[config.mk]
export PLATFORM = sky130hd
export DESIGN_NAME = hilo_div
export DESIGN_NICKNAME = d
export VERILOG_FILES = /design/src/rtl/hilo_pkg.sv /design/src/rtl/hilo_div_step.sv /design/src/rtl/hilo_div.sv
export SDC_FILE = /design/constraint.sdc
export NUM_CORES = 1
export LEC_CHECK = 0
export ABC_AREA = 1
export CAP_MARGIN = 20
export CELL_PAD_IN_SITES_DETAIL_PLACEMENT = 0
export CELL_PAD_IN_SITES_GLOBAL_PLACEMENT = 1
export CORE_ASPECT_RATIO = 0.9
export CORE_MARGIN = 2
export CORE_UTILIZATION = 50
export CTS_BUF_LIST = sky130_fd_sc_hd__clkbuf_8
export DETAILED_ROUTE_END_ITERATION = 16
export DONT_BUFFER_PORTS = 1
export GPL_ROUTABILITY_DRIVEN = 0
export PLACE_DENSITY_LB_ADDON = 0.1
export SETUP_SLACK_MARGIN = 0.05
export SKIP_LAST_GASP = 1
export SLEW_MARGIN = 20
export SYNTH_ARGS = -nofsm -noshare
export SYNTH_HDL_FRONTEND = slang
export SYNTH_SLANG_ARGS = --single-unit
export TNS_END_PERCENT = 10
[constraint.sdc]
create_clock -name clk -period 5 [get_ports clk]
set_input_delay 1 -clock clk [delete_from_list [all_inputs] [get_ports clk]]
set_output_delay 1 -clock clk [all_outputs]
set_load 0.02 [all_outputs]
[src/rtl/hilo_pkg.sv]
// Shared definitions for the HI/LO divider: FSM encodings and sizing helpers.
package hilo_pkg;

    typedef enum logic [1:0] {
        DIV_IDLE   = 2'b00,
        DIV_BYZERO = 2'b01,
        DIV_ON     = 2'b10,
        DIV_END    = 2'b11
    } div_state_t;

    localparam int DIV_WIDTH = 32;

    function automatic int cnt_width(input int width);
        return (width > 1) ? $clog2(width) : 1;
    endfunction

    localparam int DIV_CNT_W = cnt_width(DIV_WIDTH);

endpackage

[src/rtl/hilo_div_step.sv]
// One restoring division iteration: shift in the next dividend bit, trial-subtract
// the divisor, keep the difference only when it does not borrow.
module div_step
    import hilo_pkg::*;
#(
    parameter int WIDTH = DIV_WIDTH
) (
    input  logic [WIDTH-1:0] i_rem,
    input  logic             i_bit,
    input  logic [WIDTH-1:0] i_divisor,
    output logic [WIDTH-1:0] o_rem,
    output logic             o_q
);

    logic [WIDTH:0] w_shifted;
    logic [WIDTH:0] w_diff;

    // The partial remainder is always below the divisor, so a non-negative
    // difference fits in WIDTH bits and bit WIDTH is a pure borrow flag.
    assign w_shifted = {i_rem, i_bit};
    assign w_diff    = w_shifted - {1'b0, i_divisor};
    assign o_q       = ~w_diff[WIDTH];
    assign o_rem     = o_q ? w_diff[WIDTH-1:0] : w_shifted[WIDTH-1:0];

endmodule

[src/rtl/hilo_div.sv]
// Iterative restoring divider feeding the HI/LO register pair (hi = remainder, lo = quotient).
// Define HILO_DIV_SIGNED_EN to add signed (DIV) support; otherwise every division is unsigned.
module hilo_div
    import hilo_pkg::*;
#(
    parameter int WIDTH = DIV_WIDTH
) (
    input  logic             clk,
    input  logic             reset_n,
    input  logic             start_i,
    input  logic             signed_i,
    input  logic             annul_i,
    input  logic [WIDTH-1:0] dividend_i,
    input  logic [WIDTH-1:0] divisor_i,
    output logic             busy_o,
    output logic             whilo_o,
    output logic [WIDTH-1:0] hi_o,
    output logic [WIDTH-1:0] lo_o
);

    localparam int                CNT_W    = cnt_width(WIDTH);
    localparam logic [CNT_W-1:0]  LAST_CNT = CNT_W'(WIDTH - 1);

    div_state_t       r_state;
    logic [CNT_W-1:0] r_count;
    logic [WIDTH-1:0] r_rem;
    logic [WIDTH-1:0] r_dq;
    logic [WIDTH-1:0] r_divisor;
    logic [WIDTH-1:0] r_hi;
    logic [WIDTH-1:0] r_lo;
    logic             r_busy;
    logic             r_whilo;

    logic [WIDTH-1:0] w_rem_next;
    logic             w_q_bit;
    logic [WIDTH-1:0] w_quo_final;
    logic [WIDTH-1:0] w_hi_final;
    logic [WIDTH-1:0] w_lo_final;
    logic [WIDTH-1:0] w_dvd_mag;
    logic [WIDTH-1:0] w_dvs_mag;
    logic             w_accept;

    assign w_accept = (r_state == DIV_IDLE) && start_i && !annul_i;

    div_step #(.WIDTH(WIDTH)) u_step (
        .i_rem     (r_rem),
        .i_bit     (r_dq[WIDTH-1]),
        .i_divisor (r_divisor),
        .o_rem     (w_rem_next),
        .o_q       (w_q_bit)
    );

    // r_dq starts as the dividend magnitude and fills with quotient bits from the LSB.
    assign w_quo_final = (r_dq << 1) | WIDTH'(w_q_bit);

`ifdef HILO_DIV_SIGNED_EN
    logic r_neg_q;
    logic r_neg_r;
    logic w_dvd_neg;
    logic w_dvs_neg;

    assign w_dvd_neg  = signed_i & dividend_i[WIDTH-1];
    assign w_dvs_neg  = signed_i & divisor_i[WIDTH-1];
    assign w_dvd_mag  = w_dvd_neg ? -dividend_i : dividend_i;
    assign w_dvs_mag  = w_dvs_neg ? -divisor_i  : divisor_i;
    assign w_lo_final = r_neg_q ? -w_quo_final : w_quo_final;
    assign w_hi_final = r_neg_r ? -w_rem_next  : w_rem_next;

    always_ff @(posedge clk or negedge reset_n) begin
        if (!reset_n) begin
            r_neg_q <= 1'b0;
            r_neg_r <= 1'b0;
        end else if (w_accept) begin
            r_neg_q <= w_dvd_neg ^ w_dvs_neg;
            r_neg_r <= w_dvd_neg;
        end
    end
`else
    logic w_unused_signed;

    assign w_unused_signed = signed_i;
    assign w_dvd_mag       = dividend_i;
    assign w_dvs_mag       = divisor_i;
    assign w_lo_final      = w_quo_final;
    assign w_hi_final      = w_rem_next;
`endif

    // NOTE: every state register uses <= so all of them update from the same pre-edge values.
    // NOTE: reset_n sits in the sensitivity list, making the reset asynchronous.
    always_ff @(posedge clk or negedge reset_n) begin
        if (!reset_n) begin
            r_state   <= DIV_IDLE;
            r_count   <= '0;
            r_rem     <= '0;
            r_dq      <= '0;
            r_divisor <= '0;
            r_hi      <= '0;
            r_lo      <= '0;
            r_busy    <= 1'b0;
            r_whilo   <= 1'b0;
        end else if (annul_i) begin
            r_state <= DIV_IDLE;
            r_busy  <= 1'b0;
            r_whilo <= 1'b0;
        end else begin
            case (r_state)
                DIV_IDLE: begin
                    if (start_i) begin
                        r_busy    <= 1'b1;
                        r_count   <= '0;
                        r_rem     <= '0;
                        r_divisor <= w_dvs_mag;
                        if (divisor_i == '0) begin
                            r_state <= DIV_BYZERO;
                            r_dq    <= dividend_i;
                        end else begin
                            r_state <= DIV_ON;
                            r_dq    <= w_dvd_mag;
                        end
                    end
                end
                DIV_BYZERO: begin
                    // Raw dividend was kept in r_dq, so hi reports it unmodified in either build.
                    r_state <= DIV_END;
                    r_busy  <= 1'b0;
                    r_whilo <= 1'b1;
                    r_hi    <= r_dq;
                    r_lo    <= '1;
                end
                DIV_ON: begin
                    r_rem   <= w_rem_next;
                    r_dq    <= w_quo_final;
                    r_count <= r_count + CNT_W'(1);
                    if (r_count == LAST_CNT) begin
                        r_state <= DIV_END;
                        r_busy  <= 1'b0;
                        r_whilo <= 1'b1;
                        r_hi    <= w_hi_final;
                        r_lo    <= w_lo_final;
                    end
                end
                DIV_END: begin
                    r_state <= DIV_IDLE;
                    r_whilo <= 1'b0;
                end
                default: begin
                    r_state <= DIV_IDLE;
                    r_busy  <= 1'b0;
                    r_whilo <= 1'b0;
                end
            endcase
        end
    end

    assign busy_o  = r_busy;
    assign whilo_o = r_whilo;
    assign hi_o    = r_hi;
    assign lo_o    = r_lo;

endmodule

* Word level (Yosys, flattened, before mapping)
Cells that the tools add are included.
Storage, ports and cells: input port bits 69, register bits after elaboration 169, output and inout port bits 66
Operators by class: bitwise gates (word level) 3, muxes and demuxes 23, equal/unequal tests 8, reductions and logical operators 12, $add $sub $neg 2
Operator list (number):
- $pmux W32 S2 | 4
- $mux W32 | 5
- $sub A33 B32 Y33 | 1
- $logic_not A32 Y1 | 1
- $or A32 B1 Y32 | 1
- $reduce_and A3 Y1 | 4
- $pmux W5 S2 | 1
- $mux W2 | 4
- $pmux W2 S4 | 1
- $reduce_bool A4 Y1 | 2
- $ne A3 B3 Y1 const B | 2
- $pmux W1 S3 | 2
- $add A5 B1 Y5 const B | 1
- $eq A5 B5 Y1 const B | 1
- $mux W1 | 5
- $mux W5 | 1
- $eq A2 B2 Y1 const B | 2
- $ne A2 B2 Y1 const B | 2
- $reduce_and A2 Y1 | 2
- $reduce_bool A2 Y1 | 2
- $eq A2 B1 Y1 const B | 1
- $logic_not A2 Y1 | 1
- $not A1 Y1 | 2

* Depth between registers and ports, before layout
Gate-level depths: netlist of the first run.
word-level depth 5, gate-level depth with buffers 19, gate-level depth less buffers 18

* Modules after synthesis
Synthesis of the first run repeated with hierarchy kept, for this count alone.
Second synthesis, totals: cells, all modules 1364, area total of the unflattened synthesis 10537.6 um^2
Modules (own cells, without submodules):
- hilo_div | cells an instance 684, area an instance 7387.1 um^2, times used 1
- div_step | cells an instance 680, area an instance 3150.5 um^2, times used 1

* Least setup slack after synthesis of the first run
Ideal clock, no wire load.
path kind register -> register, start point register r_dq[31], end point register r_hi[27], in the netlist hi_o[27], stages on the path, launching flop included 19, data arrival time 2107 ps, setup slack 2820 ps, library setup time 73 ps, period minus slack after synthesis 2180 ps, buffers on the path 1, path through dfrtp_1 inv_1 ha_1 inv_1 fa_1 nand2_1 nand2_1 nand3_2 nand2_2 nand2_2 nand2_2 nand2_2 nand3_1 nand2_4 buf_8 nand2_1 nand2_1 nand2_2 a21oi_2
On the way: word-level cells in the longest chain between the ends 4
RTL lines:
- start, declared | RTL line hilo_div.sv:27 | logic [WIDTH-1:0] r_dq;
- start signal, assigned | RTL line hilo_div.sv:115 | r_dq <= dividend_i;
- start signal, assigned | RTL line hilo_div.sv:118 | r_dq <= w_dvd_mag;
- start signal, assigned | RTL line hilo_div.sv:132 | r_dq <= w_quo_final;
- $sub A33 B32 Y33 | RTL line hilo_div_step.sv:21 | assign w_diff = w_shifted - {1'b0, i_divisor};
- $mux W32 | RTL line hilo_div_step.sv:23 | assign o_rem = o_q ? w_diff[WIDTH-1:0] : w_shifted[WIDTH-1:0];
- $mux W32 | RTL line hilo_div.sv:134 | if (r_count == LAST_CNT) begin
- $pmux W32 S2 | RTL line hilo_div.sv:106 | case (r_state)
- end signal, assigned | RTL line hilo_div.sv:127 | r_hi <= r_dq;
- end signal, assigned | RTL line hilo_div.sv:138 | r_hi <= w_hi_final;
- end, declared | RTL line hilo_div.sv:29 | logic [WIDTH-1:0] r_hi;
No other way between the ends. The select of a mux whose other input is x is not followed. A chain may end at the register's enable or synchronous reset.

* Worst setup path after layout of the first run
start point register r_state[0], end point register r_busy, in the netlist busy_o
On the way: word-level cells in the longest chain between the ends 3, elaborated cells between the ends (all ways) 9, those cells by class eq/ne: 4; mux: 2; reduce/logical: 3
RTL lines:
- start, declared | RTL line hilo_div.sv:24 | div_state_t r_state;
- start signal, assigned | RTL line hilo_div.sv:92 | r_state <= DIV_IDLE;
- start signal, assigned | RTL line hilo_div.sv:102 | r_state <= DIV_IDLE;
- start signal, assigned | RTL line hilo_div.sv:114 | r_state <= DIV_BYZERO;
- $eq A2 B2 Y1 (tied with other cells) | RTL line hilo_div.sv:106
- $ne A3 B3 Y1 (no source line) (tied with other cells)
- $reduce_and A3 Y1 (no source line) or $mux W1 (tied branches)
- end signal, assigned | RTL line hilo_div.sv:103 | r_busy <= 1'b0;
- end signal, assigned | RTL line hilo_div.sv:109 | r_busy <= 1'b1;
- end signal, assigned | RTL line hilo_div.sv:125 | r_busy <= 1'b0;
- end, declared | RTL line hilo_div.sv:31 | logic r_busy;
Parallel ways exist; a longest one is shown, timed or not.

==> metrics.txt, run 1 <==
power density over the cells=778 nW/um^2; final WL=26400 um; Slew HR=0.348; crit share post-route=0.611; crit path DAT=3410 ps; Max Clock Skew=20.3 ps; # nets final=1508; unrepaired setup endpoints after global routing=no; post-synthesis instance area=10200 um^2; Synth-to-Final Area Change=5.07%; placed cells=1635; vias in the first global route=8207; most common cell in the netlist=nand2_1; height of the die=140 um; R2R depth=11; Worst VDD drop=0.818 mV; post-synthesis register bit count=169; initial drt markers=662; Worst Hold Class=primary input to asynchronous set/reset pin; part of the Yosys area used for sequential elements=0.414; Leak Pwr=0.00552 uW; Yosys top cell area share=0.414; max_cap viols=0; Area contributors post-synth=dfrtp_1, nand2_1, inv_1; CP startpoint kind=register; Finished Layout Cells=1668; setup TNS=0 ps; post-route ant nets=0; total core area=20000 um^2; global-route wire length before repair=43500 um; post-CTS setup buffer count=0; Yosys cell types=46; asr flop ratio synth=1.00; H-tree lvl count=4; initial antenna violation count=0; wire per inst=15.8 um; Vias/cell=5.13; DIE WIDTH=155 um; largest net degree at the start of global routing=170; Worst-Margin Slew=977 ps; total CTS buffers=17; commonest cells in the synthesized netlist=nand2_1, inv_1, dfrtp_1; Worst R2R Setup Slack=1950 ps; Filler Cells Inserted=2040; Setup CP Type=register to register; Tot GR Track Use=0.254; Post-synth EDFFs=0; Initial Util=0.510; share of post-route cells with drive strength above 1=0.0573; Worst-path clk slew=110 ps; clock net sink count=169; cells after synthesis=1433; Die ar.=21600 um^2; outcome=complete, no violations; TritonRoute pass-1 iters=6; Main synth FF type=dfrtp_1; syn nets=1541; CTS max path bufs=2; # IOs=135; CP Capture Type=register; TritonCTS clock tree=built; RR Endpoint=busy_o; Crit Path Max Fanout=83; post-cts sizing count=0; Remaining DRCs=0; GRT Residual Overflow=0; clock root buffer=clkbuf_8; Port Buffers=0; detailed placer's ending HPWL=19300 um; clk_lat worst skew=480 ps; area leader, netlist=dfrtp_1; f_max=327 MHz; YS warnings=0; Avg Cell Area, Syn=7.13 um^2; RR Startpoint=r_state[0]; diode count=0; fin. max-slew vios=0; final hold vios=0; Final setup viols=0; Post-CTS Hold Fix Bufs=0; Rows=49; Vias=8552; fin crit period=3050 ps; Crit path required time=5360 ps
state kept, by name (all words and copies together) (netlist names):
| register | flops |
|---|---|
| busy_o | 1 |
| hi_o | 32 |
| lo_o | 32 |
| r_count | 5 |
| r_divisor | 32 |
| r_dq | 32 |
| r_rem | 32 |
| r_state | 2 |
| whilo_o | 1 |
cells in the final DEF (no fill, tap or decap), types with 25 or more instances in the layout:
master	n
a21oi_1	80
ha_1	37
inv_1	239
nand3_1	53
a31oi_1	31
dfrtp_1	169
o211ai_1	32
nor2_1	106
nand2_1	426
o21ai_1	25
o21ai_0	72
how the worst max path moves through the flow:
| stage | to | startpoint | cells past startpoint |
|---|---|---|---|
| after global routing | busy_o | r_state[0] | 11 |
| after floorplan | hi_o[27] | r_dq[31] | 18 |
| after detailed placement | hi_o[30] | r_state[0] | 7 |
| after global placement | hi_o[28] | r_state[0] | 7 |
| after CTS | hi_o[30] | r_state[0] | 7 |
| final | busy_o | r_state[0] | 11 |
cell type report:
type	count	area, um^2	area share
clock inverters	15	165	0.0154
flip-flops and latches	169	4230	0.394
multi-input cells	960	4810	0.448
well taps	255	319	0.0297
repair buffers	6	62.6	0.00582
clock buffers	17	234	0.0218
inverters	246	923	0.0860
worst max-delay path, cell delays in order (launching register included):
cell	delay [ps]
dfrtp_1	410
inv_1	150
ha_4	790
buf_4	570
clkinv_1	180
nor3_1	230
inv_1	80
o31ai_1	70
inv_1	110
nand2_1	70
inv_1	60
a32o_1	210
report_power, final:
part / internal (uW) / leakage, uW / switching (uW)
Clock: 416 / 0.000192 / 591
Sequential: 1990 / 0.00212 / 753
Combinational: 1450 / 0.00321 / 3150
per-stage QoR:
step	instance area [um^2]	hold slack, ps	setup slack (ps)	total power [uW]	util
after global placement	10300	473	1960	7320	0.515
final	10700	202	1950	8350	0.536
after CTS	10700	174	1860	8420	0.534
after global routing	10700	170	1630	9240	0.536
after detailed placement	10300	493	1870	7390	0.515
after floorplan	10200	448	2820	6360	-
logic make-up after synthesis:
group | after synthesis | share of synthesized area
AND/OR/NAND/NOR | 644 | 0.258
buffers and inverters | 304 | 0.119
AO/OA/AOI/OAI | 262 | 0.148
flip-flops | 169 | 0.414
adder cells (fa/ha/maj) | 39 | 0.0485
XOR/XNOR | 15 | 0.0129
metal layers:
layer	wire (um)	track usage	up-vias
li1	-	-	4440
met4	477	0.0673	0
met5	0	0	-
met1	12200	0.346	3882
met2	12100	0.410	199
met3	1600	0.0573	31
Power figures use the tool's default switching activity.
==> run 2: changes to the inputs <==
- CORE_UTILIZATION: 50 -> 48
- clock period: 5 -> 3.1 ns (I/O delays scaled with it)
==> metrics.txt, run 2 (synthesis results as in run 1) <==
Remaining DRCs=0; height of the die=142 um; crit share post-route=0.893; Rows=50; f_max=361 MHz; worst hold slack=-169 ps; Flop pwr share=0.328; detailed placer's ending HPWL=19900 um; cell internal pwr=6200 uW; unrepaired setup endpoints after global routing=no; CTS max path bufs=2; most frequent cells in the layout=nand2_1, inv_1, dfrtp_1, nor2_1, a21oi_1; footprint of the multi-input gates=4810 um^2; CP Cell Sequence=inv_1, ha_1, inv_1, fa_1, nand2_1, nand2_1, nand3_2, nand2_2, nand2_2, nand2_2, nand2_2, nand3_1, nand2_4, nand2_1, nand2_1, nand2_1, o21ai_0; post-route ant nets=0; crit path DAT=3150 ps; Leak Pwr=0.00555 uW; Tot GR Track Use=0.246; H-tree lvl count=4; CP Capture Type=register; Filler Cells Inserted=2150; total power=13500 uW; fin crit period=2770 ps; initial drt markers=576; Worst VDD drop=0.513 mV; slowest CP cell=fa_1; Die ar.=22500 um^2; vias in the first global route=8169; Clk pwr share=0.116; Worst-Margin Slew=528 ps; Vias/cell=5.06; Port Buffers=0; TritonRoute pass-1 iters=5; commonest non-fill, non-tap cell in the layout=nand2_1; TritonCTS clock tree=built; Worst Hold Class=primary input to asynchronous set/reset pin; RR Endpoint=r_rem[25]; outcome=complete, but fails checks; Vias=8617; Initial Util=0.491; final hold vios=169; clock net sink count=169; clock root buffer=clkbuf_8; Crit Path Max Fanout=32; GRT Residual Overflow=0; Slew HR=0.645; wire per inst=15.7 um; R2R depth=17; max incr delay on CP=410 ps; CP startpoint kind=register; Max Clock Skew=16.5 ps; Synth-to-Final Area Change=5.76%; RR Startpoint=r_dq[31]; Worst-path clk slew=110 ps; fin. max-slew vios=0; setup TNS=0 ps; failing checks=hold timing; diode count=0; Switching Share=0.542; global-route wire length before repair=43000 um; # IOs=135; Reg area=4230 um^2; P_sw=7330 uW; Setup CP Type=register to register; initial antenna violation count=0; power density over the cells=1250 nW/um^2; max_cap viols=0; Worst path most repeated cell=nand2_1; Worst R2R Setup Slack=330 ps; Final setup viols=0; clk_lat worst skew=470 ps; # nets final=1514; total core area=20800 um^2; Crit path required time=3480 ps; total CTS buffers=17; largest net degree at the start of global routing=170; share of post-route cells with drive strength above 1=0.0614; DIE WIDTH=158 um; final WL=26700 um; logic gate share of total power=0.556
## run 2: cell types whose count changed in the layout (fill, tap and decap cells not counted), sizes merged
cell,previous run,this run
clkinvlp,4,0
buf,5,12
clkbuf,18,17
bufinv,1,0
clkinv,4,9
inv,252,251
## run 2: power groups by stage
stage	combinational, uW	clock [uW]	sequential, uW
after floorplan	6030	0	4230
after global placement	7430	0	4470
after detailed placement	7520	0	4490
after CTS	7550	1610	4450
after global routing	8670	1700	4560
final	7520	1580	4430
## run 2: layer usage
| layer | up-vias | global-route usage | part of all wire |
|---|---|---|---|
| li1 | 4467 | - | - |
| met1 | 3942 | 0.349 | 0.48 |
| met2 | 177 | 0.387 | 0.45 |
| met3 | 31 | 0.0460 | 0.051 |
| met4 | 0 | 0.0641 | 0.018 |
| met5 | - | 0 | 0 |
## run 2: repair_timing
action	in CTS	in global routing
setup endpoints to repair	0	0
setup buffers	0	0
hold endpoints to repair	169	169
resized for setup	0	0
## run 2: through the flow
step	setup WS, ps	cell area, um^2	std cells	hold slack, ps	utilization
6_report	331	10800	1704	-169	0.519
3_5_place_dp	325	10400	1673	328	0.500
2_1_floorplan	920	10200	1433	324	-
3_3_place_gp	421	10400	1673	328	0.500
5_1_grt	83.3	10800	1704	-207	0.519
4_1_cts	308	10800	1704	-198	0.519
## run 2: cell type report
cell class | instances | share of cell area
clock buffer | 17 | 0.0216
clock inverter | 14 | 0.0141
inverter | 246 | 0.0854
multi-input combinational | 960 | 0.445
sequential | 169 | 0.391
tap | 286 | 0.0331
timing repair buffer | 12 | 0.00949
## run 2: worst max-delay path, delay by kind of cell (launching register included)
family	cells	cell delay, ps
buffers and inverters	2	170
and+or+nand+nor	12	1350
DFF	1	390
AOI/OAI and AO/OA	1	190
adders and majority gates	2	560
## run 2: worst max path at each step
stage	endpoint	slack, ps	start
4_1_cts	r_rem[25]	310	r_dq[31]
5_1_grt	r_rem[31]	80	r_dq[31]
2_1_floorplan	hi_o[27]	920	r_dq[31]
3_5_place_dp	r_rem[25]	330	r_dq[31]
6_report	r_rem[25]	330	r_dq[31]
3_3_place_gp	hi_o[14]	420	r_dq[31]
